`src/rtl/gray_to_rgb.sv`:
```
// -----------------------------------------------------------------------------
// gray_to_rgb
//   Output stage of the edge-detection pipeline. Pops 8-bit grayscale/edge
//   pixels from an upstream first-word-fall-through FIFO and pushes 24-bit
//   {g,g,g} RGB pixels into the image-writer FIFO at one pixel per clock,
//   using a single holding register. Tracks the raster position of the next
//   pixel to be written and pulses frame_done for one cycle after the last
//   pixel of each WIDTH x HEIGHT frame.
//
// Ports
//   clock      : system clock, rising edge
//   reset      : synchronous, active-high; clears holding register, counters
//   in_empty   : upstream FIFO empty
//   in_dout    : upstream FIFO head data (valid while in_empty=0)
//   in_rd_en   : pop upstream FIFO this cycle
//   out_full   : downstream FIFO full
//   out_wr_en  : push downstream FIFO this cycle
//   out_din    : pushed pixel {R,G,B} = {g,g,g}, zero when nothing is held
//   col, row   : column / row of the next pixel to be written
//   frame_done : one-cycle pulse after the frame's last pixel is written
// -----------------------------------------------------------------------------
module gray_to_rgb #(
  parameter int WIDTH  = 720,
  parameter int HEIGHT = 540,
  localparam int CW = (WIDTH  > 1) ? $clog2(WIDTH)  : 1,
  localparam int RW = (HEIGHT > 1) ? $clog2(HEIGHT) : 1
) (
  input  logic          clock,
  input  logic          reset,
  input  logic          in_empty,
  input  logic [7:0]    in_dout,
  output logic          in_rd_en,
  input  logic          out_full,
  output logic          out_wr_en,
  output logic [23:0]   out_din,
  output logic [CW-1:0] col,
  output logic [RW-1:0] row,
  output logic          frame_done
);

  localparam logic [CW-1:0] COL_LAST = CW'(WIDTH - 1);
  localparam logic [RW-1:0] ROW_LAST = RW'(HEIGHT - 1);

  logic          hold_valid_q, hold_valid_d;
  logic [7:0]    hold_data_q,  hold_data_d;
  logic [CW-1:0] col_q,        col_d;
  logic [RW-1:0] row_q,        row_d;
  logic          frame_done_q, frame_done_d;
  logic          rd_s;
  logic          wr_s;

  // Gray-to-RGB is plain replication of the luma byte into all three channels.
  function automatic logic [23:0] replicate(input logic [7:0] g);
    return {g, g, g};
  endfunction

  // Handshake: write whenever something is held and downstream has room;
  // read when the register is empty or is draining in this same cycle.
  always_comb begin
    wr_s = hold_valid_q & ~out_full;
    rd_s = ~in_empty & (~hold_valid_q | ~out_full);
  end

  assign in_rd_en   = rd_s;
  assign out_wr_en  = wr_s;
  assign out_din    = hold_valid_q ? replicate(hold_data_q) : 24'h000000;
  assign col        = col_q;
  assign row        = row_q;
  assign frame_done = frame_done_q;

  // Holding register next state: a pop refills (even while draining), a
  // write without a pop empties, otherwise the register holds.
  always_comb begin
    hold_valid_d = hold_valid_q;
    hold_data_d  = hold_data_q;
    if (rd_s) begin
      hold_valid_d = 1'b1;
      hold_data_d  = in_dout;
    end else if (wr_s) begin
      hold_valid_d = 1'b0;
    end else begin
      hold_valid_d = hold_valid_q;
    end
  end

  // Raster position advances per written pixel; the frame-done pulse is
  // raised by the write of the last pixel and therefore shows one cycle later.
  always_comb begin
    col_d        = col_q;
    row_d        = row_q;
    frame_done_d = 1'b0;
    if (wr_s) begin
      if (col_q == COL_LAST) begin
        col_d = {CW{1'b0}};
        if (row_q == ROW_LAST) begin
          row_d        = {RW{1'b0}};
          frame_done_d = 1'b1;
        end else begin
          row_d = row_q + RW'(1);
        end
      end else begin
        col_d = col_q + CW'(1);
      end
    end else begin
      col_d = col_q;
    end
  end

  // State registers; reset discards any held pixel and restarts the raster.
  always_ff @(posedge clock) begin
    if (reset) begin
      hold_valid_q <= 1'b0;
      hold_data_q  <= 8'h00;
      col_q        <= {CW{1'b0}};
      row_q        <= {RW{1'b0}};
      frame_done_q <= 1'b0;
    end else begin
      hold_valid_q <= hold_valid_d;
      hold_data_q  <= hold_data_d;
      col_q        <= col_d;
      row_q        <= row_d;
      frame_done_q <= frame_done_d;
    end
  end

endmodule
```
`config.mk`:
```
export PLATFORM = sky130hd
export DESIGN_NAME = gray_to_rgb
export DESIGN_NICKNAME = d
export VERILOG_FILES = /design/src/rtl/gray_to_rgb.sv
export SDC_FILE = /design/constraint.sdc
export NUM_CORES = 1
export LEC_CHECK = 0
export BUFFER_PORTS_ARGS = -buffer_cell sky130_fd_sc_hd__buf_2
export CAP_MARGIN = 20
export CORE_ASPECT_RATIO = 0.9
export CORE_MARGIN = 2
export CORE_UTILIZATION = 48
export DETAILED_ROUTE_END_ITERATION = 10
export HOLD_SLACK_MARGIN = 0.12
export PLACE_DENSITY = 0.76
export SYNTH_ARGS = -nofsm -noshare
export SYNTH_HDL_FRONTEND = slang
export SYNTH_SLANG_ARGS = --single-unit
```
`constraint.sdc`:
```
create_clock -name clock -period 1.7 [get_ports clock]
set_input_delay 0.34 -clock clock [delete_from_list [all_inputs] [get_ports clock]]
set_output_delay 0.34 -clock clock [all_outputs]
set_load 0.02 [all_outputs]
```
* Word level (Yosys, flattened, before mapping) *
Cells that the tools add are included.

cells by class
  $add $sub $neg = 2
  multiply operators = 0
  divide/modulo/power cells = 0
  $lt $le $gt $ge = 0
  equality and inequality tests = 2
  shift-type cells = 0
  mux-type cells = 6
  bitwise operators = 8
  reductions and logical operators = 3

operator list
  cell                                            number
  2-to-1 mux 24 bit                               1
  adder 10 x 1 -> 10 bit (second input constant)  2
  equality test 10 bit (second input constant)    2
  2-to-1 mux 10 bit                               2
  inverter 1 bit                                  5
  2-to-1 mux 1 bit                                3
  OR reduction 3 bit                              1
  bitwise AND 1 bit                               2
  AND reduction 2 bit                             1
  nonzero test 2 bit                              1
  OR 1 bit                                        1

storage, ports and cells
  flip-flop bits (word level) = 30
  bits in latches = 0
  memory bits (writable) = 0
  ROM bits = 0
  logic and storage cells = 26
  memories = 0

* Longest topological paths before layout *
  depth after elaboration = 4
  gate-level depth with buffers = 6
  depth with buffers taken out = 5

* Least setup slack after synthesis *
Ideal clock, no wire load.

  kind = register -> register
  from = reg row_q[0], in the netlist row[0]
  to = reg row_q[6], in the netlist row[6]
  setup time = 0.128 ns
  data arrival time = 1.557 ns
  required time = 1.572 ns
  slack = 0.014 ns
  cell stages (with the launch flop) = 6
  buffers on the path = 0
  period minus slack after synthesis = 1.686 ns
  cells stage by stage = dfxtp_1 > ha_1 > nor4b_1 > nand4_1 > o21bai_1 > a21oi_1

on the way
  word-level cells in the longest chain between the ends = 2
  elaborated cells between the ends (all ways) = 3
  classes of those cells = add/sub: 1; eq/ne: 1; mux: 1

RTL lines
  item                                                            RTL line  source
  start: declaration                                              47        logic [RW-1:0] row_q, row_d;
  start signal: assignment                                        115       row_q <= {RW{1'b0}};
  start signal: assignment                                        121       row_q <= row_d;
  adder 10 x 1 -> 10 bit or equality test 10 bit (tied branches)  99, 95
  2-to-1 mux 10 bit *                                             95        if (row_q == ROW_LAST) begin

Every way passes the cells marked *; elsewhere a longest branch is shown, timed or not.
A chain may end at the register's enable or synchronous reset.

* Final worst setup path *
  from = reg col_q[4], in the netlist col[4]
  to = reg row_q[7], in the netlist row[7]

on the way
  word-level cells in the longest chain between the ends = 2

RTL lines
  item                                  RTL line  source
  start: declaration                    46        logic [CW-1:0] col_q, col_d;
  start signal: assignment              114       col_q <= {CW{1'b0}};
  start signal: assignment              120       col_q <= col_d;
  equality test 10 bit                  93        if (col_q == COL_LAST) begin
  AND reduction 2 bit (no source line)  -

No other way between the ends.

==> impl_results.md <==
* Nets at 260
* Outcome: complete, no violations
* WP data arrival at between 1.5 and 2 ns
* Synth Area per Inst at a little over 8 sq um
* Post-Syn Nets at 196
* Residual DRC at 0
* Depth of the CTS H-tree at 2
* Crit-path max FO at 10
* Final Cycle Share at 95.7%
* Yosys reg bits at 30
* Seq pwr share at 58.4%
* Pleak at about 0.00088 uW
* Initial cell density of the core at 49.6%
* Clock Power Share at 30.5%
* Fmax at 615 MHz
* Congestion Overflow GR at 0
* Required @ worst endpoint at slightly below 2 ns
* Hold Violations, Final at 0
* First DRT Iteration DRCs at 145
* Ant diodes at 0
* Setup Crit Path Kind: reg2reg
* R2R cell count at 4
* Pwr dens at about 650 nW/um^2
* Vias after detailed routing at between 1,000 and 1,500
* Netlist cell types at 32
* Register area at ~600 sq um
* Logic gate share of total power at 11.1%
* First-pass GRT wire length at 5500 microns
* Start point of the worst hold path: in_empty
* Min-Delay Path Class: in2reg
* Clock skew at 0.0151 ns
* IR drop worst, VDD at around 0.51 mV
* I/O Pins at 59
* Fillers at 280
* Sw frac at 25.7%
* Post-synth EDFFs at 0
* Largest net degree at the start of global routing at 14
* Internal reg-to-reg setup slack at 0.07 ns
* Synth warn at 0
* Post-synthesis async set-or-reset flop share at 0%
* Setup total negative slack at 0 ns
* Register area share after synthesis at between 40 and 50%
* Initial antenna violation count at 0
* Worst setup EP type: register
* RSZ-0062 raised after global routing: no
* Die Y at 57.0 microns
* DRT antenna net count at 0
* Root Driver: clkbuf_4
* Maxcap violations at 0
* Core Rows at 19
* Syn Std Cell Area at 1500 sq um
* Final Max Slew Viols at 0
* Gr usage total at 19.4%
* Slew HR at 78.7%
* Area delta synth->final at 27.8%
* Layout cell share with drive strength beyond 1 at 37.0%
* Multi-input logic area at 756 sq um
* Min-Delay Path Depth at 2
* Hold endpoint: hold_valid_q
* Startpoint types: register
* Internal Power at 923 uW
* Worst skew pair latency at approximately 0.32 ns
* CTS tree: done
* Clk sink count at 30
* Avg WL per Cell at 11.5 microns
* Finished Core Util at between 60% and 70%
* Drt first pass iters at 4
* I/O Buffers at 58
* Dpl hpwl at 2560 microns
* Minimum clock period at 1.63 ns
* Post-Route WL at about 3300 microns
* Final setup vio count at 0
* Drt via density at 5.20
* CTS Buf Count at 5
* Final Wtd Congestion at 0.836
* Hold buffers post-CTS at 0
* Core area at just over 3000 sq um
* R2r endpoint: row[7]
* Worst r2r src: col[4]
* DIE AREA at between 3000 and 4000 sq um
* Die width at 62.9 microns
* Synth Flop Type: dfxtp_1
* Sw Pwr at 319 uW
* Synth Instances at 182
* Vias in the first global route at ~1,200
* Max clock buf depth at 2
* Worst slew pin tran at 0.318 ns
* Clk slew on worst S/H paths at 0.10 ns
==> power by group through the flow <==
stage | Sequential (uW) | Clock [uW] | Combinational (uW)
final | 726 | 378 | 138
after detailed placement | 742 | 0 | 138
after global routing | 728 | 435 | 153
after global placement | 742 | 0 | 137
after CTS | 725 | 389 | 138
after floorplan | 749 | 0 | 83.2
==> what timing repair did <==
item / in CTS / in global routing
setup buffers: 0 / 0
gates resized for setup: 0 / 3
endpoints found under the setup margin: 0 / 6
==> how the worst max path moves through the flow <==
stage | endpoint | startpoint | depth (start not counted)
after floorplan | row[6] | row[0] | 5
after global placement | row[9] | out_full | 6
after detailed placement | row[7] | out_full | 6
after CTS | row[7] | col[4] | 4
after global routing | in_rd_en | hold_valid_q | 5
final | row[7] | col[4] | 4
==> stage by stage <==
stage,setup slack [ns],hold WS [ns],std cells,total power (uW),instance area [sq um]
floorplan,0.0145,0.432,182,832,1500
global placement,0.0978,0.438,281,878,1850
detailed placement,0.0501,0.442,281,880,1850
CTS,0.0774,0.196,288,1250,1900
global route,0.00751,0.185,288,1320,1910
finish,0.0737,0.203,288,1240,1910
==> sequential cells by signal (all words and copies together), names as in the netlist <==
name          cells
col              10
row              10
hold_data_q       8
frame_done        1
hold_valid_q      1
==> cell usage after synthesis, types with 2 or more instances <==
library cell | count | share of area (%)
nor3_1 | 4 | 1.3
ha_1 | 2 | 1.7
a31oi_1 | 2 | 0.84
nand3b_1 | 2 | 1.0
a21oi_1 | 22 | 7.4
clkbuf_1 | 5 | 1.3
xnor2_1 | 4 | 2.3
xor2_1 | 3 | 1.8
nand4_1 | 6 | 2.5
dfxtp_1 | 30 | 40
buf_4 | 16 | 8.0
o31ai_1 | 5 | 2.5
nand2b_1 | 3 | 1.3
or4_1 | 5 | 2.5
nor2_1 | 13 | 3.3
nand2_1 | 26 | 6.5
and2_1 | 9 | 3.8
nand3_1 | 11 | 3.7
==> cells in the final DEF, fill, tap and decap left out, drive strengths merged, types with 2 or more instances in the layout <==
| master | synthesis | final |
|---|---|---|
| a31oi | 2 | 2 |
| nor2 | 13 | 13 |
| nand2 | 26 | 26 |
| nand4 | 6 | 6 |
| xnor2 | 4 | 4 |
| nor4b | 2 | 2 |
| buf | 16 | 78 |
| ha | 2 | 2 |
| dfxtp | 30 | 30 |
| nand3b | 2 | 2 |
| xor2 | 3 | 3 |
| clkbuf | 5 | 5 |
| nand3 | 12 | 12 |
| and2 | 9 | 9 |
| nor3 | 4 | 4 |
| nand2b | 3 | 3 |
| clkinv | 1 | 3 |
| o31ai | 5 | 5 |
| or4 | 5 | 5 |
| a21oi | 22 | 22 |
| inv | 2 | 2 |
==> routing by layer <==
metal	GRT usage (%)	vias to the layer above	part of all wire, %
li1	-	760	-
met1	26.3	690	48
met2	29.8	41	45
met3	5.33	6	5.8
met4	6.98	0	1.1
met5	0	-	0
==> worst max-delay path, stage by stage, from the launching register on <==
cell     delay, ns
dfxtp_1       0.34
nor4b_4       0.38
nand3_4       0.17
or4_1         0.53
a21oi_1       0.16
==> cells by family (layout without fill, tap and decap cells) <==
logic type               Yosys count  in the layout  synth area share, %
adder cells (fa/ha/maj)            2              2                 1.67
AO/OA/AOI/OAI                     32             32                 12.2
AND/OR/NAND/NOR                   87             87                 31.9
XOR/XNOR                           7              7                 4.10
flip-flops                        30             30                 40.1
buffers and inverters             24             88                 10.0
==> cell type report <==
type	count	share of cell area [%]
inverter	3	0.589
clock buffer	5	1.96
tap	42	2.75
clock inverter	2	0.524
sequential	30	31.4
multi-input combinational	128	39.5
timing repair buffer	78	23.2
(Power assumes the default switching activity.)
